**src/rtl/csr_axil_arbiter.sv**
```systemverilog
// csr_axil_arbiter: shares one AXI-Lite CSR slave between two req/ack
// clients. Round-robin grant on ties, one transaction in flight at a time,
// every AXI output driven straight from a register.
module csr_axil_arbiter #(
  parameter int DATA_W = 32,
  parameter int STRB_W = 4,
  parameter int ADDR_W = 4
) (
  input  logic              clk,
  input  logic              arst_n,
  // requester 0
  input  logic              r0_req,
  input  logic              r0_we,
  input  logic [ADDR_W-1:0] r0_addr,
  input  logic [DATA_W-1:0] r0_wdata,
  input  logic [STRB_W-1:0] r0_wstrb,
  output logic              r0_ack,
  output logic [DATA_W-1:0] r0_rdata,
  output logic              r0_err,
  // requester 1
  input  logic              r1_req,
  input  logic              r1_we,
  input  logic [ADDR_W-1:0] r1_addr,
  input  logic [DATA_W-1:0] r1_wdata,
  input  logic [STRB_W-1:0] r1_wstrb,
  output logic              r1_ack,
  output logic [DATA_W-1:0] r1_rdata,
  output logic              r1_err,
  output logic              busy,
  // AXI-Lite master
  output logic [ADDR_W-1:0] awaddr,
  output logic              awvalid,
  input  logic              awready,
  output logic [DATA_W-1:0] wdata,
  output logic [STRB_W-1:0] wstrb,
  output logic              wvalid,
  input  logic              wready,
  input  logic [1:0]        bresp,
  input  logic              bvalid,
  output logic              bready,
  output logic [ADDR_W-1:0] araddr,
  output logic              arvalid,
  input  logic              arready,
  input  logic [DATA_W-1:0] rdata,
  input  logic [1:0]        rresp,
  input  logic              rvalid,
  output logic              rready
);

  typedef enum logic [2:0] {
    S_IDLE    = 3'd0,
    S_WR      = 3'd1,
    S_WR_RESP = 3'd2,
    S_RD_ADDR = 3'd3,
    S_RD_DATA = 3'd4,
    S_DONE    = 3'd5
  } state_t;

  state_t              state_q;
  logic                last_grant_q;
  logic                grant_q;
  logic [ADDR_W-1:0]   addr_q;
  logic [DATA_W-1:0]   wdata_q;
  logic [STRB_W-1:0]   wstrb_q;
  logic                aw_ok_q;
  logic                w_ok_q;
  logic                awvalid_q;
  logic                wvalid_q;
  logic                bready_q;
  logic                arvalid_q;
  logic                rready_q;
  logic [1:0]          ack_q;
  logic [DATA_W-1:0]   rdata_q;
  logic                err_q;

  logic                req_any_d;
  logic                grant_d;
  logic                sel_we_d;
  logic [ADDR_W-1:0]   sel_addr_d;
  logic [DATA_W-1:0]   sel_wdata_d;
  logic [STRB_W-1:0]   sel_wstrb_d;
  logic                aw_done_d;
  logic                w_done_d;

  // Arbitration: a lone request wins outright, a tie goes to whoever did not win last.
  always_comb begin
    req_any_d = r0_req | r1_req;
    if (r0_req && r1_req) begin
      grant_d = ~last_grant_q;
    end else begin
      grant_d = r1_req;
    end
    sel_we_d    = grant_d ? r1_we    : r0_we;
    sel_addr_d  = grant_d ? r1_addr  : r0_addr;
    sel_wdata_d = grant_d ? r1_wdata : r0_wdata;
    sel_wstrb_d = grant_d ? r1_wstrb : r0_wstrb;
    // A channel counts as done if it finished earlier or handshakes this cycle.
    aw_done_d   = aw_ok_q | (awvalid_q & awready);
    w_done_d    = w_ok_q  | (wvalid_q  & wready);
  end

  // Transaction sequencer; all AXI and client outputs are registered here.
  always_ff @(posedge clk) begin
    if (!arst_n) begin
      state_q      <= S_IDLE;
      last_grant_q <= 1'b1;
      grant_q      <= 1'b0;
      addr_q       <= '0;
      wdata_q      <= '0;
      wstrb_q      <= '0;
      aw_ok_q      <= 1'b0;
      w_ok_q       <= 1'b0;
      awvalid_q    <= 1'b0;
      wvalid_q     <= 1'b0;
      bready_q     <= 1'b0;
      arvalid_q    <= 1'b0;
      rready_q     <= 1'b0;
      ack_q        <= 2'b00;
      rdata_q      <= '0;
      err_q        <= 1'b0;
    end else begin
      case (state_q)
        S_IDLE: begin
          if (req_any_d) begin
            grant_q      <= grant_d;
            last_grant_q <= grant_d;
            addr_q       <= sel_addr_d;
            wdata_q      <= sel_wdata_d;
            wstrb_q      <= sel_wstrb_d;
            aw_ok_q      <= 1'b0;
            w_ok_q       <= 1'b0;
            awvalid_q    <= sel_we_d;
            wvalid_q     <= sel_we_d;
            arvalid_q    <= ~sel_we_d;
            state_q      <= sel_we_d ? S_WR : S_RD_ADDR;
          end
        end
        S_WR: begin
          // AW and W retire independently; each valid drops after its own handshake.
          if (awvalid_q && awready) begin
            awvalid_q <= 1'b0;
            aw_ok_q   <= 1'b1;
          end
          if (wvalid_q && wready) begin
            wvalid_q <= 1'b0;
            w_ok_q   <= 1'b1;
          end
          if (aw_done_d && w_done_d) begin
            bready_q <= 1'b1;
            state_q  <= S_WR_RESP;
          end
        end
        S_WR_RESP: begin
          if (bvalid) begin
            bready_q <= 1'b0;
            err_q    <= (bresp != 2'b00);
            rdata_q  <= '0;
            ack_q    <= grant_q ? 2'b10 : 2'b01;
            state_q  <= S_DONE;
          end
        end
        S_RD_ADDR: begin
          if (arready) begin
            arvalid_q <= 1'b0;
            rready_q  <= 1'b1;
            state_q   <= S_RD_DATA;
          end
        end
        S_RD_DATA: begin
          if (rvalid) begin
            rready_q <= 1'b0;
            rdata_q  <= rdata;
            err_q    <= (rresp != 2'b00);
            ack_q    <= grant_q ? 2'b10 : 2'b01;
            state_q  <= S_DONE;
          end
        end
        S_DONE: begin
          ack_q   <= 2'b00;
          state_q <= S_IDLE;
        end
        default: begin
          state_q <= S_IDLE;
        end
      endcase
    end
  end

  assign awaddr   = addr_q;
  assign araddr   = addr_q;
  assign wdata    = wdata_q;
  assign wstrb    = wstrb_q;
  assign awvalid  = awvalid_q;
  assign wvalid   = wvalid_q;
  assign bready   = bready_q;
  assign arvalid  = arvalid_q;
  assign rready   = rready_q;
  assign r0_ack   = ack_q[0];
  assign r1_ack   = ack_q[1];
  assign r0_rdata = rdata_q;
  assign r1_rdata = rdata_q;
  assign r0_err   = err_q;
  assign r1_err   = err_q;
  assign busy     = (state_q != S_IDLE);

endmodule
```
**config.mk**
```make
export PLATFORM = sky130hd
export DESIGN_NAME = csr_axil_arbiter
export DESIGN_NICKNAME = d
export VERILOG_FILES = /design/src/rtl/csr_axil_arbiter.sv
export SDC_FILE = /design/constraint.sdc
export NUM_CORES = 1
export LEC_CHECK = 0
export ABC_AREA = 0
export CAP_MARGIN = 20
export CORE_UTILIZATION = 41
export DETAILED_ROUTE_END_ITERATION = 8
export GPL_ROUTABILITY_DRIVEN = 0
export PLACE_DENSITY = 0.93
export REMOVE_ABC_BUFFERS = 1
export SETUP_SLACK_MARGIN = 0.3
export SYNTH_ARGS = -nofsm -noshare
export SYNTH_HDL_FRONTEND = slang
export SYNTH_SLANG_ARGS = --single-unit
```
**constraint.sdc**
```tcl
create_clock -name clk -period 4.2 [get_ports clk]
set_input_delay 1.05 -clock clk [delete_from_list [all_inputs] [get_ports clk]]
set_output_delay 1.05 -clock clk [all_outputs]
set_load 0.02 [all_outputs]
```
After elaboration in Yosys (flattened, before gate mapping)
Index checks and enable logic that the tools add are counted.
Operators by class
  bitwise operators: 7
  shift-type cells: 0
  div/mod/pow operators: 0
  reductions and logical operators: 23
  multiply operators: 0
  order comparisons: 0
  mux-type cells: 41
  eq/ne operators: 12
  add/subtract/negate cells: 0
Operators by type and width (number)
  $mux W32: 3
  $pmux W32 S2: 1
  $reduce_and A3 Y1: 7
  $mux W1: 16
  $pmux W1 S2: 8
  $mux W3: 5
  $pmux W3 S5: 1
  $ne A2 B2 Y1 const B: 7
  $reduce_bool A2 Y1: 7
  $mux W2: 4
  $mux W4: 2
  $eq A3 B2 Y1 const B: 2
  $eq A3 B3 Y1 const B: 2
  $pmux W2 S3: 1
  $reduce_bool A3 Y1: 2
  $reduce_and A5 Y1: 1
  $logic_and A1 B1 Y1: 4
  $eq A3 B1 Y1 const B: 1
  $logic_not A3 Y1: 1
  $or A1 B1 Y1: 3
  $and A1 B1 Y1: 2
  $not A1 Y1: 2
  $reduce_and A2 Y1: 1
Storage, ports and cells
  bits in registers: 87
  bits in writable memories: 0
  memories: 0
  logic and storage cells: 99
  memory bits (read-only): 0
  output and inout bits: 118
  bits in latches: 0
  bits of input ports: 127

Logic depth before layout (Yosys ltp)
Gate-level depths: netlist (run 1).
  depth in word-level cells: 6
  mapped depth: 7
  gate-level depth less buffers: 4

Worst setup path after synthesis (run 1)
No wires, ideal clock.
  kind: input -> register
  from: input port r1_req
  to: register addr_q[3], in the netlist araddr[3]
  setup time: 134 ps
  arrival: 1862 ps
  path buffers: 2
  stages on the path: 5
  setup slack: 2204 ps
  required time: 4066 ps
  cell sequence: a21boi_1 > buf_2 > buf_2 > mux2i_1 > a211oi_1
Between the ends
  cells in the longest elaborated chain, start to end: 3
  elaborated cells between the ends (all ways): 5
  classes of those cells: mux: 2; bitwise: 1; reduce/logical: 2
Ends and longest elaborated chain
  from (decl): line 21  | input logic r1_req,
  $logic_and A1 B1 Y1: line 88  | if (r0_req && r1_req) begin
  $mux W1: line 88
  $mux W4: line 94  | sel_addr_d = grant_d ? r1_addr : r0_addr;
  to (signal assigned): line 127  | addr_q <= sel_addr_d;
  to (decl): line 62  | logic [ADDR_W-1:0] addr_q;
Several ways; a longest one is shown, not always the timed one.
A chain may end at the register's enable or synchronous reset.

Worst setup path after layout (run 1)
  from: register state_q[0]
  to: output port busy
Between the ends
  cells in the longest elaborated chain, start to end: 1
Ends and longest elaborated chain
  from (decl): line 59  | state_t state_q;
  from (signal assigned): line 135  | state_q <= sel_we_d ? S_WR : S_RD_ADDR;
  $reduce_bool A3 Y1: line 204  | assign busy = (state_q != S_IDLE);
  to (decl): line 29  | output logic busy,
Every way passes these cells.

==> flow_summary.toml, run 1 <==
[logic_synthesis]
synthAdderAreaFrac = 0
async_flop_share = 0
synthTopCellsByCount = "87 x dfxtp_1, 79 x nor2_1, 77 x mux2i_1"
synth.avg_cell_area_um2 = 9.266
synthSimpleGateAreaFrac = 0.1615
synth_enable_flop_cells = 0
ys.flop_type = "dfxtp_1"
synth_top_family_by_area = "multiplexers"
yosysWarnings = 0
synth_area_leaders = "dfxtp_1 42%, mux2i_1 19%, buf_4 7.8%"
yosysMostFrequentCell = "dfxtp_1"
synth_top_area_cell = "dfxtp_1"
synthCells = 449
synth_cell_types = 36
synth-seq-cells = 87
synth_top_area_frac = 0.4186
syn-cell-area_um2 = 4160
synth_compound_area_frac = 0.1194
synth-xor-area-share = 0
synth-seq-area-share = 0.4186
synthMuxAreaShare = 0.1853

[pwr]
combPwrFrac = 0.459
power_density_nw_per_um2 = 513.5
switching_power_uw = 1246
intPower_uw = 2149
p_total_uw = 3395
seqPwrFrac = 0.345
clkPwrFrac = 0.196
p_leak_uw = 0.002411
swShare = 0.3670
max-vdd-ir-drop_mv = 0.3532

[status]
run_status = "finished, final reports clean"

[setup_path]
rr_startpoint = "state_q[0]$_SDFFE_PN0P_"
reg2reg_to = "wdata[10]$_SDFFE_PN0P_"
end_kind = "primary output"
critPathTopFamily = "flip-flops"
r2r_slack_ns = 2.03
cpPeakStageDelay_ns = 0.75
start_kind = "flip-flop"
arrival_ns = 1.94
crit_type = "reg2out"
cp.depth = 3
cp_cell_sequence = "nor3_2 > inv_1 > clkdlybuf4s50_1"
crit_required_ns = 3.15
crit_end = "busy"
crit_start = "state_q[0]$_SDFFE_PN0P_"
worstRegToRegCells = 5
crit_fanout = 19
path_buf_inv = 2
slowest_stage = "dfxtp_1"

[timing]
rsz0062_at_grt = "false"
setup_tns_ns = 0
finalSetupViolations = 0
finalCritPeriodShare = 0.7110
min_period_ns = 2.986
slew_headroom = 0.5007
setup_slack_ns = 1.214
max_freq_mhz = 334.9
hold_viol = 0
worst_slew_pin_slew_ns = 0.7489
finClkSkew_ns = 0.008767
maxSlewViolCount = 0

[detailed_routing]
drc = 0
drt_iter0_drc = 103
num_vias = 3816
wire_per_inst_um = 14.48
routed_wl_um = 11270
vias_per_cell = 4.905
firstDrtPassIters = 4
drtAntennaViolNets = 0

[place]
dp_slack_ns = 1.090
dpl.cell_count = 763
port_buffers = 244
detailed_place_hpwl_um = 8735

[clocking]
post_cts_buffers = 0
h-tree-depth = 3
clock_path_buffers = 2
clk_pin_slew_worst_paths_ns = 0.07
numCtsBuffers = 9
clkLatencyLatePin_ns = 0.34
postCtsHoldBufs = 0
cts_tree = "built"
cts.sinks = 87
cts_root_buf = "clkbuf_8"
postCtsResizedCells = 0

[grt]
grt_use_met1 = 0.2242
gr-usage-met3 = 0.05153
grt_max_degree = 83
grt_usage = 0.2058
grt_pass1_vias = 3633
top_usage_layer = "met2"
grt_pass1_wl_um = 16940
grt_use_met2 = 0.3754
grt_antenna_before_repair = 0
grt_remaining_overflow = 0

[layout]
nNetsFinal = 768
layout-drive-gt1-share = 0.04031
num_antenna_cells = 0
area_growth_pct = 58.95
stdcell_count = 778
fillers = 732

[floorplan]
fp.dieH_um = 102.7
initial_utilization = 0.4237
fp.dieArea_um2 = 10550
num_rows = 36
die_w_um = 102.7
coreArea_um2 = 9819
io_pins = 245

[min_path]
hold_start = "arvalid$_SDFFE_PN0P_"
hp-class = "reg2reg"

[run]
maxCapViolCount = 0
-- state kept, by name, summed over array words and instances, names as in the netlist, 2 cells and up --
name / cells
state_q: 3
araddr: 4
wdata: 32
r0_rdata: 32
wstrb: 4
ack_q: 2
-- layer usage --
metal  routed length (um)  up-vias
met5                    0        -
li1                     -     1901
met4                  256        0
met1                 4354     1723
met3                  915       18
met2                 5742      174
-- power groups by stage --
stage          logic [uW]  clock network [uW]  registers (uW)
3_5_place_dp         1570                   0            1190
2_1_floorplan         670                   0            1400
4_1_cts              1570                 687            1170
6_report             1560                 665            1170
3_3_place_gp         1530                   0            1180
5_1_grt              1690                 718            1200
-- cell type report --
| class | count | area, um2 | share of cell area |
|---|---|---|---|
| clock buffers | 11 | 131.4 | 0.01987 |
| clock inverters | 4 | 95.09 | 0.01438 |
| inverters | 5 | 18.77 | 0.002838 |
| multi-input cells | 287 | 1952 | 0.2952 |
| flip-flops and latches | 87 | 1742 | 0.2634 |
| well taps | 133 | 166.4 | 0.02517 |
| repair buffers | 251 | 2507 | 0.3792 |
-- worst min path at each step --
| stage | endpoint | slack, ns | cells past startpoint |
|---|---|---|---|
| after floorplan | aw_ok_q$_SDFFE_PN0P_ | 0.43 | 2 |
| after global placement | arvalid$_SDFFE_PN0P_ | 0.44 | 2 |
| after detailed placement | arvalid$_SDFFE_PN0P_ | 0.46 | 2 |
| after CTS | arvalid$_SDFFE_PN0P_ | 0.47 | 2 |
| after global routing | arvalid$_SDFFE_PN0P_ | 0.49 | 2 |
| final | arvalid$_SDFFE_PN0P_ | 0.47 | 2 |
-- cell usage in the layout (no fill, tap or decap), types with 2 or more instances in the layout --
cell	instances
clkbuf_8	9
buf_4	6
nand2b_1	6
nand3_1	5
clkdlybuf4s50_1	244
inv_1	4
mux2i_1	77
o311ai_1	2
nor2b_1	2
nand4_1	2
clkbuf_1	2
dfxtp_1	87
nand2_1	8
bufinv_16	3
nand3b_1	2
and2_1	32
a21oi_1	11
o21ai_0	3
o211ai_1	2
nor2_1	79
a211oi_1	41
-- logic make-up after synthesis --
group	after synthesis
flops	87
mux	77
simple gates	141
buf+inv	75
compound gates	69
-- tightest hold or removal path, stage by stage, from the launching register on --
cell and delay, ns:
dfxtp_1 0.32, nand2_1 0.05, a21oi_1 0.06
-- metrics by stage --
step	hold slack, ns	utilization	instance area (um2)
6_report	0.4665	0.6734	6613
3_3_place_gp	0.4420	0.6504	6386
3_5_place_dp	0.4614	0.6504	6386
5_1_grt	0.4925	0.6734	6613
2_1_floorplan	0.4317	-	3700
4_1_cts	0.4724	0.6734	6613
No activity file was read; power rests on OpenSTA's default activity.
==> inputs of run 2 (changes only) <==
CORE_UTILIZATION = 34   (was 41)
PLACE_DENSITY = 0.83   (was 0.93)
clock period = 2.6 ns   (was 4.2 ns; I/O delays follow)
==> run 2 against run 1 <==
Critical endpoint unchanged. Clock skew shrank 0.0017 ns. Register-to-register slack got worse by 1.1 ns. Sequential share of layout area down 0.38 points. Largest cell class unchanged. Count of clock-buffer cells in the layout grew 4. Power up 68%.
==> flow_summary.toml, run 2 (same netlist as run 1, synthesis figures left out) <==
[status]
run_status = "finished, final reports clean"

[pwr]
clkPwrFrac = 0.214
combPwrFrac = 0.456
swShare = 0.3667
intPower_uw = 3605
power_density_nw_per_um2 = 847.0
p_total_uw = 5692
max-vdd-ir-drop_mv = 0.5849
switching_power_uw = 2087
seqPwrFrac = 0.330
p_leak_uw = 0.002443

[timing]
maxSlewViolCount = 0
finalCritPeriodShare = 0.7997
slew_headroom = 0.5186
max_freq_mhz = 481.0
worst_slew_pin_slew_ns = 0.7146
min_period_ns = 2.079
hold_viol = 0
finClkSkew_ns = 0.007034
setup_tns_ns = 0
finalSetupViolations = 0
rsz0062_at_grt = "false"

[grt]
grt_pass1_wl_um = 18120
grt_remaining_overflow = 0
grt_pass1_vias = 3702
grt_antenna_before_repair = 0
grt_usage = 0.1795
grt_max_degree = 83

[setup_path]
slowest_stage = "dfxtp_2"
path_buf_inv = 2
end_kind = "primary output"
rr_startpoint = "state_q[1]$_SDFFE_PN0P_"
arrival_ns = 1.43
cp_cell_sequence = "nor3_4 > inv_1 > dlygate4sd2_1"
crit_required_ns = 1.95
critPathTopFamily = "flip-flops"
crit_fanout = 14
crit_type = "reg2out"
start_kind = "flip-flop"
cpPeakStageDelay_ns = 0.41
crit_start = "state_q[1]$_SDFFE_PN0P_"

[detailed_routing]
drc = 0
wire_per_inst_um = 14.30
drt_iter0_drc = 157
vias_per_cell = 4.865
drtAntennaViolNets = 0
num_vias = 3853
routed_wl_um = 11330
firstDrtPassIters = 4

[clocking]
clock_path_buffers = 2
clk_pin_slew_worst_paths_ns = 0.06
clkLatencyLatePin_ns = 0.34
cts_tree = "built"
numCtsBuffers = 9
cts.sinks = 87
post_cts_buffers = 0
cts_root_buf = "clkbuf_16"
h-tree-depth = 3

[layout]
num_antenna_cells = 0
fin_area_um2 = 6720
utilization = 0.5618
area_growth_pct = 61.53
nNetsFinal = 768
mostFrequentLayoutCells = "243 x clkdlybuf4s50_1, 85 x dfxtp_1, 79 x nor2_1"
final_common_cell = "clkdlybuf4s50_1"
stdcell_count = 792
layout-drive-gt1-share = 0.04186

[run]
maxCapViolCount = 0

[floorplan]
io_pins = 245
coreArea_um2 = 11960
fp.dieArea_um2 = 12680
num_rows = 40
fp.dieH_um = 112.6
die_w_um = 112.6
initial_utilization = 0.3478

[place]
port_buffers = 244
detailed_place_hpwl_um = 8534
dpl_cell_area_um2 = 6435
dpl.cell_count = 777

[min_path]
hold_start = "arvalid$_SDFFE_PN0P_"
hp-class = "reg2reg"
-- run 2: cell types whose count changed in the layout (fill, tap and decap cells not counted), moves of 2 or more --
| cell | delta |
|---|---|
| bufinv_16 | -3 |
| clkbuf_16 | +9 |
| buf_4 | -2 |
| dfxtp_1 | -2 |
| clkbuf_8 | -6 |
| buf_12 | +2 |
| dfxtp_2 | +2 |
-- run 2: layer usage --
layer | up-vias | GRT usage | routed length (um)
met3 | 11 | 0.05508 | 930
met1 | 1767 | 0.2017 | 4612
met4 | 0 | 0.07644 | 175
li1 | 1897 | - | -
met2 | 178 | 0.3136 | 5608
met5 | - | 0 | 0
-- run 2: path summary, 6_finish.rpt --
check,slack (ns),end,depth (start not counted)
min,0.45,arvalid$_SDFFE_PN0P_,2
min reg2reg,0.45,arvalid$_SDFFE_PN0P_,2
max reg2reg,0.97,wdata[18]$_SDFFE_PN0P_,5
max,0.52,busy,3
-- run 2: worst min-delay path, delay by kind of cell, from the launching register on --
family           cells  cell delay [ns]
AND/OR/NAND/NOR      1             0.05
AO/OA/AOI/OAI        1             0.05
flip-flops           1             0.31
-- run 2: metrics by stage --
| step | hold slack [ns] | setup WS [ns] |
|---|---|---|
| 2_1_floorplan | 0.4317 | -1.829 |
| 3_3_place_gp | 0.4414 | 0.3904 |
| 3_5_place_dp | 0.4491 | 0.3184 |
| 4_1_cts | 0.4576 | 0.5032 |
| 5_1_grt | 0.4813 | 0.4420 |
| 6_report | 0.4513 | 0.5208 |
-- run 2: repair_timing --
item                                    4_1_cts  5_1_grt
endpoints found under the setup margin        1        0
gates resized for setup                       4        0
hold buffers                                  0        0
-- run 2: layout make-up --
type	instances	area [um2]
repair buffers	251	2531
multi-input cells	287	1964
inverters	5	18.77
well taps	147	183.9
clock buffers	15	277.8
fillers	1023	5241
flip-flops and latches	87	1744
-- run 2: power groups by stage --
stage	combinational, uW	clock, uW	sequential (uW)
after floorplan	1080	0	2260
after global placement	2550	0	1880
after detailed placement	2620	0	1890
after CTS	2620	1260	1880
after global routing	2810	1320	1910
final	2600	1220	1880
